[src/rtl/selector41_pkg.sv]
// Shared types for the 4-to-1 TDM selector: channel code and output-register FSM states.
package selector41_pkg;
    localparam int NUM_CH = 4;
    typedef logic [1:0] ch_code_t;
    typedef enum logic {ST_EMPTY, ST_FULL} state_t;
endpackage

[src/rtl/selector41_tdm_if.sv]
// Channel-side and stream-side signals of the 4-to-1 TDM selector.
interface selector41_tdm_if #(parameter int WIDTH = 1);
    logic [WIDTH-1:0] iC0, iC1, iC2, iC3;
    logic             iV0, iV1, iV2, iV3;
    logic             oR0, oR1, oR2, oR3;
    logic [WIDTH-1:0] oC;
    logic             oS1, oS0, oV;
    logic             iR;

    modport slave  (input  iC0, iC1, iC2, iC3, iV0, iV1, iV2, iV3, iR,
                    output oR0, oR1, oR2, oR3, oC, oS1, oS0, oV);
    modport master (output iC0, iC1, iC2, iC3, iV0, iV1, iV2, iV3, iR,
                    input  oR0, oR1, oR2, oR3, oC, oS1, oS0, oV);
endinterface

[src/rtl/rr_arbiter4.sv]
// Combinational 4-way round-robin arbiter; search starts just after the last winner.
module rr_arbiter4
    import selector41_pkg::*;
(
    input  logic [NUM_CH-1:0] req_i,
    input  ch_code_t          last_i,
    input  logic              en_i,
    output logic [NUM_CH-1:0] gnt_o,
    output ch_code_t          gnt_code_o
);
    ch_code_t idx;

    // i=NUM_CH wraps back to last itself, so it has the lowest priority
    always_comb begin
        gnt_o      = '0;
        gnt_code_o = '0;
        idx        = '0;
        for (int i = 1; i <= NUM_CH; i++) begin
            idx = last_i + ch_code_t'(i);
            if (en_i && req_i[idx] && (gnt_o == '0)) begin
                gnt_o[idx] = 1'b1;
                gnt_code_o = idx;
            end
        end
    end
endmodule

[src/rtl/selector41_tdm.sv]
// 4-to-1 time-division selector: round-robin collects channel words into one
// registered output stream tagged with the 2-bit source channel code.
module selector41_tdm
    import selector41_pkg::*;
#(
    parameter int WIDTH = 1
) (
    input  logic           iClk,
    input  logic           iRst_n,
    selector41_tdm_if.slave bus
);
    state_t           state_q, state_d;
    ch_code_t         last_q, code_q;
    logic [WIDTH-1:0] oC_q, data_sel;
    logic [3:0]       req, gnt;
    ch_code_t         gnt_code;
    logic             load_ok, arb_en, any_gnt;

    assign req     = {bus.iV3, bus.iV2, bus.iV1, bus.iV0};
    assign arb_en  = load_ok & iRst_n;
    assign any_gnt = |gnt;

    rr_arbiter4 u_arb (
        .req_i      (req),
        .last_i     (last_q),
        .en_i       (arb_en),
        .gnt_o      (gnt),
        .gnt_code_o (gnt_code)
    );

    always_ff @(posedge iClk) begin
        if (!iRst_n) state_q <= ST_EMPTY;
        else         state_q <= state_d;
    end

    always_comb begin
        state_d = state_q;
        case (state_q)
            ST_EMPTY: if (any_gnt)            state_d = ST_FULL;
            ST_FULL:  if (bus.iR && !any_gnt) state_d = ST_EMPTY;
            default:                          state_d = ST_EMPTY;
        endcase
    end

    // A full register may only be overwritten in the cycle its word is consumed
    always_comb begin
        load_ok = (state_q == ST_EMPTY) | bus.iR;
    end

    always_comb begin
        case (gnt_code)
            2'd0:    data_sel = bus.iC0;
            2'd1:    data_sel = bus.iC1;
            2'd2:    data_sel = bus.iC2;
            default: data_sel = bus.iC3;
        endcase
    end

    // Pointer resets to 3 so channel 0 wins first
    always_ff @(posedge iClk) begin
        if (!iRst_n) begin
            oC_q   <= '0;
            code_q <= '0;
            last_q <= 2'd3;
        end else if (any_gnt) begin
            oC_q   <= data_sel;
            code_q <= gnt_code;
            last_q <= gnt_code;
        end
    end

    assign {bus.oR3, bus.oR2, bus.oR1, bus.oR0} = gnt;
    assign bus.oC             = oC_q;
    assign {bus.oS1, bus.oS0} = code_q;
    assign bus.oV             = (state_q == ST_FULL);
endmodule

[src/flat_wrapper.sv]
// flat-port wrapper written by rule: the top's interface ports become plain ports
module selector41_tdm_flat import selector41_pkg::*;
#(
    parameter int WIDTH = 1
)
  (iClk, iRst_n, bus_iC0, bus_iC1, bus_iC2, bus_iC3, bus_iV0, bus_iV1, bus_iV2, bus_iV3, bus_iR, bus_oR0, bus_oR1, bus_oR2, bus_oR3, bus_oC, bus_oS1, bus_oS0, bus_oV);
  selector41_tdm_if #(.WIDTH(WIDTH)) bus_i ();
  input  logic iClk;
  input  logic iRst_n;
  input wire logic [$bits(bus_i.iC0)-1:0] bus_iC0;
  input wire logic [$bits(bus_i.iC1)-1:0] bus_iC1;
  input wire logic [$bits(bus_i.iC2)-1:0] bus_iC2;
  input wire logic [$bits(bus_i.iC3)-1:0] bus_iC3;
  input wire logic [$bits(bus_i.iV0)-1:0] bus_iV0;
  input wire logic [$bits(bus_i.iV1)-1:0] bus_iV1;
  input wire logic [$bits(bus_i.iV2)-1:0] bus_iV2;
  input wire logic [$bits(bus_i.iV3)-1:0] bus_iV3;
  input wire logic [$bits(bus_i.iR)-1:0] bus_iR;
  output wire logic [$bits(bus_i.oR0)-1:0] bus_oR0;
  output wire logic [$bits(bus_i.oR1)-1:0] bus_oR1;
  output wire logic [$bits(bus_i.oR2)-1:0] bus_oR2;
  output wire logic [$bits(bus_i.oR3)-1:0] bus_oR3;
  output wire logic [$bits(bus_i.oC)-1:0] bus_oC;
  output wire logic [$bits(bus_i.oS1)-1:0] bus_oS1;
  output wire logic [$bits(bus_i.oS0)-1:0] bus_oS0;
  output wire logic [$bits(bus_i.oV)-1:0] bus_oV;
  assign bus_i.iC0 = bus_iC0;
  assign bus_i.iC1 = bus_iC1;
  assign bus_i.iC2 = bus_iC2;
  assign bus_i.iC3 = bus_iC3;
  assign bus_i.iV0 = bus_iV0;
  assign bus_i.iV1 = bus_iV1;
  assign bus_i.iV2 = bus_iV2;
  assign bus_i.iV3 = bus_iV3;
  assign bus_i.iR = bus_iR;
  assign bus_oR0 = bus_i.oR0;
  assign bus_oR1 = bus_i.oR1;
  assign bus_oR2 = bus_i.oR2;
  assign bus_oR3 = bus_i.oR3;
  assign bus_oC = bus_i.oC;
  assign bus_oS1 = bus_i.oS1;
  assign bus_oS0 = bus_i.oS0;
  assign bus_oV = bus_i.oV;
  selector41_tdm #(.WIDTH(WIDTH)) u_core (.iClk(iClk), .iRst_n(iRst_n), .bus(bus_i));
endmodule
[config.mk]
export PLATFORM = sky130hd
export DESIGN_NAME = selector41_tdm_flat
export DESIGN_NICKNAME = d
export VERILOG_FILES = /design/src/rtl/selector41_pkg.sv /design/src/rtl/selector41_tdm_if.sv /design/src/rtl/rr_arbiter4.sv /design/src/rtl/selector41_tdm.sv /design/src/flat_wrapper.sv
export SDC_FILE = /design/constraint.sdc
export NUM_CORES = 1
export LEC_CHECK = 0
export CAP_MARGIN = 20
export CORE_MARGIN = 2
export CORE_UTILIZATION = 40
export CTS_BUF_LIST = sky130_fd_sc_hd__clkbuf_4 sky130_fd_sc_hd__clkbuf_8
export DETAILED_ROUTE_END_ITERATION = 10
export GPL_TIMING_DRIVEN = 0
export PLACE_DENSITY = 0.71
export SYNTH_ARGS = -nofsm -noshare
export SYNTH_HDL_FRONTEND = slang
export SYNTH_SLANG_ARGS = --single-unit
[constraint.sdc]
create_clock -name iClk -period 5.1 [get_ports iClk]
set_clock_uncertainty 0.05 [all_clocks]
set_input_delay 1.275 -clock iClk [delete_from_list [all_inputs] [get_ports iClk]]
set_output_delay 1.275 -clock iClk [all_outputs]
set_load 0.01 [all_outputs]
==> results_dict.tcl <==
set metrics [dict create \
    status "finished, final reports clean" \
    layout-drive-gt1-share_pct 26.81 \
    numCtsBuffers 3 \
    drtIter0Drc 33 \
    power_uw 836.7 \
    ys_ff_latch 6 \
    synth_top_cell_by_area "dfxtp_1" \
    arrival_ps 3710 \
    switching_share_pct 48.99 \
    yosysMostFrequentCell "nand2_1" \
    static-leakage-power_uw 0.0006013 \
    layout.nets 158 \
    critical_path.max_fanout 6 \
    ys_top_cells_by_area "dfxtp_1, ha_1, mux4_2" \
    critPathLaunchType "primary input" \
    hp-class "flop to flop" \
    dr.pass1.iters 5 \
    drc_errors 0 \
    maxSlewViolCount 0 \
    critPathMostFrequentCell "dlygate4sd2_1" \
    num_rows 17 \
    gp_congestion 0.9676 \
    track_usage_pct 22.22 \
    dieArea_mm2 0.002821 \
    timing.final.ws_setup_ps 65.52 \
    vias 1086 \
    finalNonFillerCells 166 \
    maxCapViolCount 0 \
    critical_path_class "primary input to primary output" \
    grt_max_degree 11 \
    netlist_instances 110 \
    antenna_left 0 \
    hold_violations 0 \
    power_density_mw_per_mm2 635.1 \
    cts.sinks 6 \
    cts_tree "yes" \
    routedWlPerCell_um 17.14 \
    synth_edf_count 0 \
    synth_top_cell_area_share_pct 12.45 \
    multi_input_area_um2 849.6 \
    htreeDepth 1 \
    place_inst 156 \
    portBuffers 18 \
    post-route-period-util_pct 98.72 \
    synth_common_cells "nand2_1, ha_1, dfxtp_1, nand3_1" \
    ff_latch_area_um2 121.4 \
    irDropWorstVdd_uv 372.8 \
    clock_path_buffers 2 \
    critPathMaxStageDelay_ps 540 \
    yosysSeqAreaShare_pct 12.45 \
    ys.flop_type "dfxtp_1" \
    ioPinCount 19 \
    slew_headroom_pct 60.04 \
    slowest_stage "mux4_2" \
    cts-root-buf "clkbuf_4" \
    avgSynthCellArea_um2 8.770 \
    start_util_pct 42.79 \
    layout_min_cycle_time_ps 5034 \
    syn_nets 128 \
    netlist_area_um2 964.7 \
    antenna_found_initial 0 \
    fillers 220 \
    p_seq_share_pct 10.7 \
    grt_pass1_vias 1017 \
    worst_pin_slew_ps 599.4 \
    max_freq_mhz 198.6 \
    endpoint_kind "primary output" \
    cts_hold_buf 0 \
    cp_cell_sequence "dlygate4sd2_1 -> mux4_2 -> and3_4 -> buf_6 -> a32oi_4 -> nand4_4 -> or3_4 -> o211ai_1 -> dlygate4sd2_1" \
    vias_per_cell 6.542 \
    die_w_um 53.11 \
    grt_overflow 0 \
    async_flop_share_pct 0 \
    worst-path-buf-inv 3 \
    pwr-share-clk_pct 5.1 \
    required_ps 3770 \
    rsz0062_at_grt "false" \
    dp_hpwl_um 2034 \
    core_mm2 0.002255 \
    fin_tns_setup_ps 0 \
    synthDistinctLibCells 48 \
    grt_pass1_wl_um 4767 \
    dp_slack_ps -457.6 \
    yosys_warnings 0 \
    drt-total-wl_um 2845 \
    clkTransAtPathRegs_ps 50 \
    crit_family "simple AND/OR/NAND/NOR gates" \
    clk_latency_ps 240 \
    setup_violations 0 \
    die_y_um 53.11 \
    intPower_uw 426.8 \
    area_growth_pct 36.58 \
    comb_power_share_pct 84.2 \
    num_antenna_cells 0 \
    power_switching_uw 409.9 \
]
[cell families (layout without fill, tap and decap cells)]
kind of cell / after synthesis / after routing / share of synthesized area (%)
AND/OR/NAND/NOR: 46 / 46 / 27.50
flip-flops: 6 / 6 / 12.45
buffers and inverters: 9 / 37 / 5.187
multiplexers: 12 / 12 / 18.94
AO/OA/AOI/OAI: 30 / 30 / 26.85
adder cells (fa/ha/maj): 7 / 7 / 9.079
[layout by cell type (no fill, tap or decap), drive strengths merged, types with 5 or more instances in the layout]
master         instances
clkdlybuf4s50         10
nand3                  6
nor3                   5
dlygate4sd2            5
and3                   6
buf                   11
ha                     7
nand2                  9
nand4                  5
dfxtp                  6
[worst paths after layout]
| check | startpoint | end | slack (ps) | cells past startpoint |
|---|---|---|---|---|
| worst max-delay path | bus_iV2 | bus_oR3 | 70 | 9 |
| worst min-delay path | u_core.code_q[1] | u_core.code_q[1] | 470 | 2 |
| worst min register to register | u_core.code_q[1] | u_core.code_q[1] | 470 | 2 |
| worst max register to register | u_core.last_q[0] | u_core.bus.oC | 1100 | 13 |
[cell type report]
cell class / instances / share of cell area [%]
clock buffers: 3 / 1.709
repair buffers: 26 / 18.33
inverters: 4 / 1.140
well taps: 28 / 2.659
plain buffers: 4 / 2.469
multi-input cells: 95 / 64.48
flip-flops and latches: 6 / 9.212
[state kept, by name, summed over array words and instances (netlist names)]
register / flops
u_core.last_q: 2
u_core.bus.oC: 1
u_core.bus.oV: 1
u_core.code_q: 2
[worst min-delay path: cells and delay by family (launching register included)]
family | cells | cell delay, ps
simple gates | 1 | 60
flops | 1 | 300
mux | 1 | 110
[power groups by stage]
stage / logic, uW / registers, uW / clock network, uW
finish: 704 / 89.5 / 42.7
global route: 767 / 92.9 / 45.0
CTS: 666 / 88.9 / 43.5
detailed placement: 613 / 89.9 / 0
global placement: 609 / 89.0 / 0
floorplan: 449 / 91.3 / 0
[per-layer routing]
metal	track usage [%]	up-vias	part of all wire, %
met4	7.265	0	2.1
met2	35.83	63	48
met3	2.542	10	7.3
li1	-	507	-
met1	30.58	506	43
met5	0	-	0
[per-stage QoR]
step,instance area [um2],util (%),hold slack [ps]
2_1_floorplan,964.7,-,488.5
3_3_place_gp,1180,52.33,450.8
3_5_place_dp,1180,52.33,461.5
4_1_cts,1274,56.49,475.1
5_1_grt,1318,58.44,498.4
6_report,1318,58.44,472.1
[what timing repair did]
item	in CTS	in global routing
setup endpoints to repair	4	4
setup buffers	5	3
resized for setup	12	8
pin swaps	3	3
No activity file was read; power rests on OpenSTA's default activity.
